[src/rtl/dft_pkg.sv]
// dft_pkg: Q-format defaults and complex pack/unpack helpers shared by the DFT blocks
package dft_pkg;
  localparam int DFT_WIDTH = 16;
  localparam int DFT_FRAC = 7;
  localparam logic [DFT_WIDTH-1:0] DFT_ONE = DFT_WIDTH'(1 << DFT_FRAC);
  typedef logic [DFT_WIDTH-1:0] comp_t;
  typedef logic [2*DFT_WIDTH-1:0] cplx_t;
  function automatic cplx_t cpack(comp_t re, comp_t im);
    return {im, re};
  endfunction
  function automatic comp_t cre(cplx_t c);
    return c[DFT_WIDTH-1:0];
  endfunction
  function automatic comp_t cim(cplx_t c);
    return c[2*DFT_WIDTH-1:DFT_WIDTH];
  endfunction
endpackage

[src/rtl/dft2_sat.sv]
// dft2_sat: narrows a WIDTH+1-bit butterfly term by halving or saturating, flagging overflow
module dft2_sat #(
  parameter int WIDTH = 16
) (
  input  logic [WIDTH:0]   x,
  input  logic             scale,
  output logic [WIDTH-1:0] y,
  output logic             ovf
);
  logic sat;
  // halving always fits; otherwise clamp when the two top bits disagree
  always_comb begin
    sat = x[WIDTH] ^ x[WIDTH-1];
    ovf = !scale && sat;
    y = scale ? x[WIDTH:1] : sat ? {x[WIDTH], {(WIDTH-1){~x[WIDTH]}}} : x[WIDTH-1:0];
  end
endmodule

[src/rtl/dft2_stream.sv]
// dft2_stream: streaming radix-2 butterfly (a+b, a-b) with a two-stage valid/ready pipeline
module dft2_stream
  import dft_pkg::*;
#(
  parameter int WIDTH = DFT_WIDTH,
  parameter int FRAC = DFT_FRAC,
  parameter int PAIRS = 16
) (
  input  logic                     clk_100,
  input  logic                     reset,
  input  logic                     in_valid,
  output logic                     in_ready,
  input  logic [2*WIDTH-1:0]       in_a,
  input  logic [2*WIDTH-1:0]       in_b,
  input  logic                     scale_en,
  output logic                     out_valid,
  input  logic                     out_ready,
  output logic [2*WIDTH-1:0]       out0,
  output logic [2*WIDTH-1:0]       out1,
  output logic                     out_last,
  output logic [$clog2(PAIRS)-1:0] frame_cnt,
  input  logic                     clr_ovf,
  output logic                     ovf
);
  localparam int CW = $clog2(PAIRS);
  if (PAIRS < 2 || (PAIRS & (PAIRS - 1)) != 0 || FRAC >= WIDTH) begin : g_bad_cfg
    $error("dft2_stream: unsupported WIDTH/FRAC/PAIRS");
  end
  logic s1_valid, s1_scale, s2_valid, s2_take, s1_adv;
  logic [3:0][WIDTH:0] s1_sum;
  logic [3:0][WIDTH-1:0] sat_y;
  logic [3:0] sat_ovf;
  logic [WIDTH:0] ar, ai, br, bi;
  assign ar = {in_a[WIDTH-1], in_a[WIDTH-1:0]};
  assign ai = {in_a[2*WIDTH-1], in_a[2*WIDTH-1:WIDTH]};
  assign br = {in_b[WIDTH-1], in_b[WIDTH-1:0]};
  assign bi = {in_b[2*WIDTH-1], in_b[2*WIDTH-1:WIDTH]};
  assign s2_take = !s2_valid || out_ready;
  assign s1_adv = s1_valid && s2_take;
  assign in_ready = reset && (!s1_valid || s2_take);
  assign out_valid = s2_valid;
  assign out_last = s2_valid && frame_cnt == CW'(PAIRS - 1);
  for (genvar i = 0; i < 4; i++) begin : g_sat
    dft2_sat #(.WIDTH(WIDTH)) u_sat (.x(s1_sum[i]), .scale(s1_scale), .y(sat_y[i]), .ovf(sat_ovf[i]));
  end
  // S1: full-precision sums/differences, order {im diff, re diff, im sum, re sum}
  always_ff @(posedge clk_100) begin
    if (!reset) begin
      s1_valid <= 1'b0;
      s1_scale <= 1'b0;
      s1_sum <= '0;
    end else if (in_ready) begin
      s1_valid <= in_valid;
      if (in_valid) begin
        s1_scale <= scale_en;
        s1_sum <= {ai - bi, ar - br, ai + bi, ar + br};
      end
    end
  end
  // S2: narrowed results held until the downstream takes them
  always_ff @(posedge clk_100) begin
    if (!reset) begin
      s2_valid <= 1'b0;
      out0 <= '0;
      out1 <= '0;
    end else if (s2_take) begin
      s2_valid <= s1_valid;
      if (s1_valid) begin
        out0 <= {sat_y[1], sat_y[0]};
        out1 <= {sat_y[3], sat_y[2]};
      end
    end
  end
  // sticky overflow (a new set beats a clear) and output index within the frame
  always_ff @(posedge clk_100) begin
    if (!reset) begin
      ovf <= 1'b0;
      frame_cnt <= '0;
    end else begin
      if (s1_adv && |sat_ovf) ovf <= 1'b1;
      else if (clr_ovf) ovf <= 1'b0;
      if (s2_valid && out_ready) frame_cnt <= frame_cnt + CW'(1);
    end
  end
endmodule

[config.mk]
export PLATFORM = sky130hd
export DESIGN_NAME = dft2_stream
export DESIGN_NICKNAME = d
export VERILOG_FILES = /design/src/rtl/dft_pkg.sv /design/src/rtl/dft2_sat.sv /design/src/rtl/dft2_stream.sv
export SDC_FILE = /design/constraint.sdc
export NUM_CORES = 1
export LEC_CHECK = 0
export ABC_AREA = 1
export CORE_MARGIN = 4
export CORE_UTILIZATION = 25
export CTS_CLUSTER_SIZE = 20
export DETAILED_ROUTE_END_ITERATION = 6
export SLEW_MARGIN = 10
export SYNTH_ARGS = -nofsm -noshare
export SYNTH_HDL_FRONTEND = slang
export SYNTH_SLANG_ARGS = --single-unit
[constraint.sdc]
create_clock -name clk_100 -period 5.2 [get_ports clk_100]
set_clock_uncertainty 0.2 [all_clocks]
set_input_delay 1.04 -clock clk_100 [delete_from_list [all_inputs] [get_ports clk_100]]
set_output_delay 1.04 -clock clk_100 [all_outputs]
set_load 0.05 [all_outputs]
==> results of run 1 <==
final timing paths:
check	endpoint	slack (ps)	depth (start not counted)
setup reg to reg	out1[19]	2600	7
hold reg to reg	s1_sum[18]	270	2
hold / removal	s1_sum[18]	270	2
setup / recovery	in_ready	1360	6
layout make-up:
cell class / instances / area, µm²
Clock inverter: 11 / 123
Fill cell: 4208 / 25900
Sequential cell: 138 / 2760
Inverter: 270 / 1010
Tap cell: 511 / 639
Timing Repair Buffer: 148 / 1460
Clock buffer: 20 / 447
Multi-Input combinational cell: 1044 / 5460
worst max-delay path, stage by stage:
cell             delay [ps]
clkdlybuf4s50_1         480
inv_1                    60
nand3_1                  90
nand2_1                  90
inv_1                    60
clkdlybuf4s50_1         790
flip-flops by register name (all words and copies together) (netlist names):
register   cells
s1_scale       1
s1_sum        66
s1_valid       1
frame_cnt      4
out_valid      1
ovf            1
out1          32
out0          32
synthesized netlist by cell type (3+ instances only):
master    count  area [µm²]
nand3_1     104         521
buf_4        20         150
o21ai_1      11        55.1
dfxtp_1     138        2760
and2_1        3        18.8
a21oi_1     127         636
fa_1          4        80.1
ha_1         73         913
and3_1        4        25.0
o21ai_0     232        1160
o21bai_1      4        30.0
nor2_1       55         206
o31ai_1       3        22.5
nand4_1       6        37.5
a21oi_2       5        43.8
buf_2        19        95.1
nor3_1        9        45.0
inv_1       260         976
nand2_1     372        1400
inv_2         9        33.8
nand2_2       4        25.0
clkbuf_1     32         120
xor2_1       22         193
kinds of logic after synthesis:
group | count (synthesis) | share of synthesized area
buf+inv | 343 | 0.144
xor+xnor | 22 | 0.0201
flops | 138 | 0.288
simple gates | 561 | 0.240
fa+ha+maj | 77 | 0.103
compound gates | 384 | 0.204
per-layer routing:
layer  routed length [µm]  global-route usage  vias up
li1                     -                   -     5035
met1                15900               0.212     4403
met2                12900               0.223      174
met3                 1830              0.0355       20
met4                  253              0.0294        0
met5                    0                   0        -
metrics by stage:
step | std cells | util | total power [mW] | setup slack (ps) | instance area, µm²
finish | 2142 | 0.315 | 3.58 | 1360 | 11900
global route | 2142 | 0.315 | 3.80 | 1270 | 11900
CTS | 2142 | 0.315 | 3.61 | 1350 | 11900
detailed placement | 2111 | 0.300 | 2.39 | 1350 | 11300
global placement | 2111 | 0.300 | 2.39 | 1350 | 11300
floorplan | 1525 | - | 2.02 | 1930 | 9610
power breakdown:
group	total (mW)	internal (mW)	switching, mW
clock network	1.21	0.715	0.494
logic	1.14	0.374	0.764
registers	1.23	1.16	0.0687
==> flow_summary.ini, run 1 <==
[outcome]
outcome = finished clean

[timing]
fin_crit_sh = 0.739
finalMaxSlewViolations = 0
period_needed_ps = 3840
tightest_slew_ps = 976
final.setup.tns_ps = 0
rsz0062_at_grt = no
finalSetupViolCount = 0
finalHoldViolations = 0
fmaxAchievable_mhz = 260
hold_ws_ps = 267
slew_headroom = 0.348

[global_route]
grt_max_degree = 101
grt_overflow = 0
gr-usage-all-layers = 0.147
grt_pass1_wl_um = 49200
antenna_found_initial = 0
grt_pass1_vias = 9321

[synth]
ys_warn_count = 0
ys_async_sr_fraction = 0
synth_area_um2 = 9610
synth.avg_cell_area_um2 = 6.30
synth_flop_cell = dfxtp_1
synth_seq_area_share = 0.288
synthCells = 1525
ys_ff_latch = 138
synth_nets = 1672
synth.distinct_cells = 32
synth_edf_count = 0

[critical_path]
crit_path_start_kind = primary input
crit_start = out_ready
cp.required_ps = 3960
worstPathArrival_ps = 2600
cp-end-kind = output pin
worstSetupPathType = in2out
r2r_start = s1_sum[66]
crit_fanout = 2

[cts]
clk-insertion-delay-late_ps = 430
clock-sinks = 138
hold_buffers = 0
cts_buffers = 17
htree_levels = 4
path_clk_slew_ps = 60
root_buffer = clkbuf_16
cts.path.max_buffers = 2
cts-resized-gates = 0
cts_tree = built
post_cts_buffers = 0

[detailed_routing]
num_vias = 9632
wl_um = 30900
ant_nets = 0
via_per_inst = 4.50
first_pass_iters = 5
drt_iter0_drc = 559
wl_per_cell_um = 14.4
drc_errors = 0

[hold_path]
hp-start = s1_sum[18]
hold_path_class = reg2reg

[placement]
dp_hpwl_um = 24100
gp_congestion = 0.872
portBuffers = 141

[final_layout]
syn_to_final_growth_pct = 23.9
final_common_cell = nand2_1
antenna_cells = 0
final_cell_mix = nand2_1 (372), inv_1 (260), o21ai_0 (232)
layout.nets = 1766
final_layout_size_suffix_gt1_frac = 0.0356

[die]
die_h_um = 204
core_area_um2 = 37800
row_count = 71
fp.dieW_um = 204
dieArea_um2 = 41600
start_util = 0.254
io_pins = 142

[power_and_ir_drop]
p_leak_nw = 5.83
p_per_area_nw_per_um2 = 301
ir_drop_uv = 177

[flow_run]
drv_cap = 0
Note: power is estimated with default switching activity, not from simulation.
==> run 2: changes to the inputs <==
==> constraint.sdc (replaced) <==
create_clock -name clk_100 -period 3.7 [get_ports clk_100]
set_clock_uncertainty 0.2 [all_clocks]
set_input_delay 0.74 -clock clk_100 [delete_from_list [all_inputs] [get_ports clk_100]]
set_output_delay 0.74 -clock clk_100 [all_outputs]
set_load 0.05 [all_outputs]
==> run 2 against run 1 <==
Compared with the run above:
- register-to-register slack lost 1600 ps
- setup slack got worse by 620 ps
- sequential cell count unchanged
- sequential power increased by 41%
- clock power rose by 45%
- final cell count is 0.42% higher
- global-route usage is 0.34 points higher
- non-clock buffer count is 8 higher
- count of clock-buffer cells in the layout increased by 1
- first-iteration DRC count grew 8.1%
- sequential share of layout area fell by 0.21 points
- critical path type is now reg2out
==> flow_summary.ini, run 2 (synthesized netlist as in run 1, its figures left out) <==
[placement]
dp.cells = 2119
dp_hpwl_um = 24500
gp_congestion = 0.931
portBuffers = 141

[detailed_routing]
num_vias = 9649
drt_iter0_drc = 604
via_per_inst = 4.49
drc_errors = 0
ant_nets = 0
wl_per_cell_um = 14.7
wl_um = 31600
first_pass_iters = 6

[timing]
tightest_slew_ps = 1010
slew_headroom = 0.327
finalMaxSlewViolations = 0
finalSetupViolCount = 0
fmaxAchievable_mhz = 338
rsz0062_at_grt = no
final.setup.tns_ps = 0
period_needed_ps = 2960
fin_crit_sh = 0.801
finalHoldViolations = 0

[critical_path]
worstSetupPathType = reg2out
path_cells = ha_1 -> inv_1 -> nor3_1 -> clkdlybuf4s50_1
cpMaxStageDelayCell = clkdlybuf4s50_1
cpPeakStageDelay_ps = 830
cp-end-kind = output pin
cp.required_ps = 2760
worstPathArrival_ps = 2020
crit_path_start_kind = flip-flop
crit_fanout = 4

[final_layout]
final_layout_size_suffix_gt1_frac = 0.0415
final_cell_mix = nand2_1 (372), inv_1 (260), o21ai_0 (232)
regMostFlops = s1_sum
syn_to_final_growth_pct = 25.0
antenna_cells = 0
reg_top3 = s1_sum x66, out0 x32, out1 x32
largest_reg_flops = 66
final_common_cell = nand2_1
layout.nets = 1774
fin_cells = 2151

[cts]
hold_buffers = 0
cts_buffers = 17
cts_tree = built
post_cts_buffers = 0
clock-sinks = 138
cts-resized-gates = 0
clk-insertion-delay-late_ps = 420
root_buffer = clkbuf_16
cts.path.max_buffers = 2
path_clk_slew_ps = 60
htree_levels = 4

[global_route]
grt_pass1_wl_um = 50300
grt_pass1_vias = 9057
gr-usage-all-layers = 0.150
antenna_found_initial = 0
grt_max_degree = 100
grt_overflow = 0

[die]
io_pins = 142
start_util = 0.254
fp.dieW_um = 204
row_count = 71
die_h_um = 204
core_area_um2 = 37800
dieArea_um2 = 41600

[outcome]
outcome = finished clean

[power_and_ir_drop]
p_per_area_nw_per_um2 = 426
ir_drop_uv = 221
p_leak_nw = 5.89

[flow_run]
drv_cap = 0

[hold_path]
hold_path_class = reg2reg
==> run 2: report_power, final <==
part / switching (mW) / total (mW) / leakage (nW) / internal (mW)
Sequential: 0.0947 / 1.73 / 1.14 / 1.63
Clock: 0.721 / 1.76 / 0.284 / 1.04
Combinational: 1.10 / 1.63 / 4.46 / 0.537
==> run 2: per-layer routing <==
metal  up-vias  global-route usage  part of all wire  routed length [µm]
li1       5049                   -                 -                   -
met1      4363               0.223              0.52               16400
met2       216               0.222              0.41               13100
met3        21              0.0336             0.057                1800
met4         0              0.0318             0.010                 322
met5         -                   0                 0                   0
==> run 2: area by class of cell <==
class / count / area [µm²]
tap: 511 / 639
multi-input combinational: 1044 / 5460
clock buffer: 21 / 460
clock inverter: 11 / 136
timing repair buffer: 156 / 1540
fill: 4118 / 25700
sequential: 138 / 2760
inverter: 270 / 1010
==> run 2: path summary, 6_finish.rpt <==
| path | slack, ps | startpoint | cells past startpoint | end |
|---|---|---|---|---|
| setup / recovery | 740 | frame_cnt[0] | 4 | out_last |
| hold / removal | 260 | s1_sum[1] | 2 | s1_sum[1] |
| hold reg to reg | 260 | s1_sum[1] | 2 | s1_sum[1] |
| setup reg to reg | 980 | s1_sum[66] | 7 | out1[20] |
==> run 2: worst max-delay path: cells and delay by family (launching register included) <==
| family | cells | cell delay, ps |
|---|---|---|
| simple gates | 1 | 170 |
| fa+ha+maj | 1 | 180 |
| flops | 1 | 370 |
| buf+inv | 2 | 880 |
==> run 2: per-stage QoR <==
stage                     cell area (µm²)  worst slack, ps   util  total power, mW  hold slack [ps]
after floorplan                      9610              735      -             2.84              235
after global placement              11400              524  0.302             3.39              249
after detailed placement            11400              504  0.302             3.39              254
after CTS                           12000              704  0.318             5.18              264
after global routing                12000              607  0.318             5.45              289
final                               12000              737  0.318             5.12              264
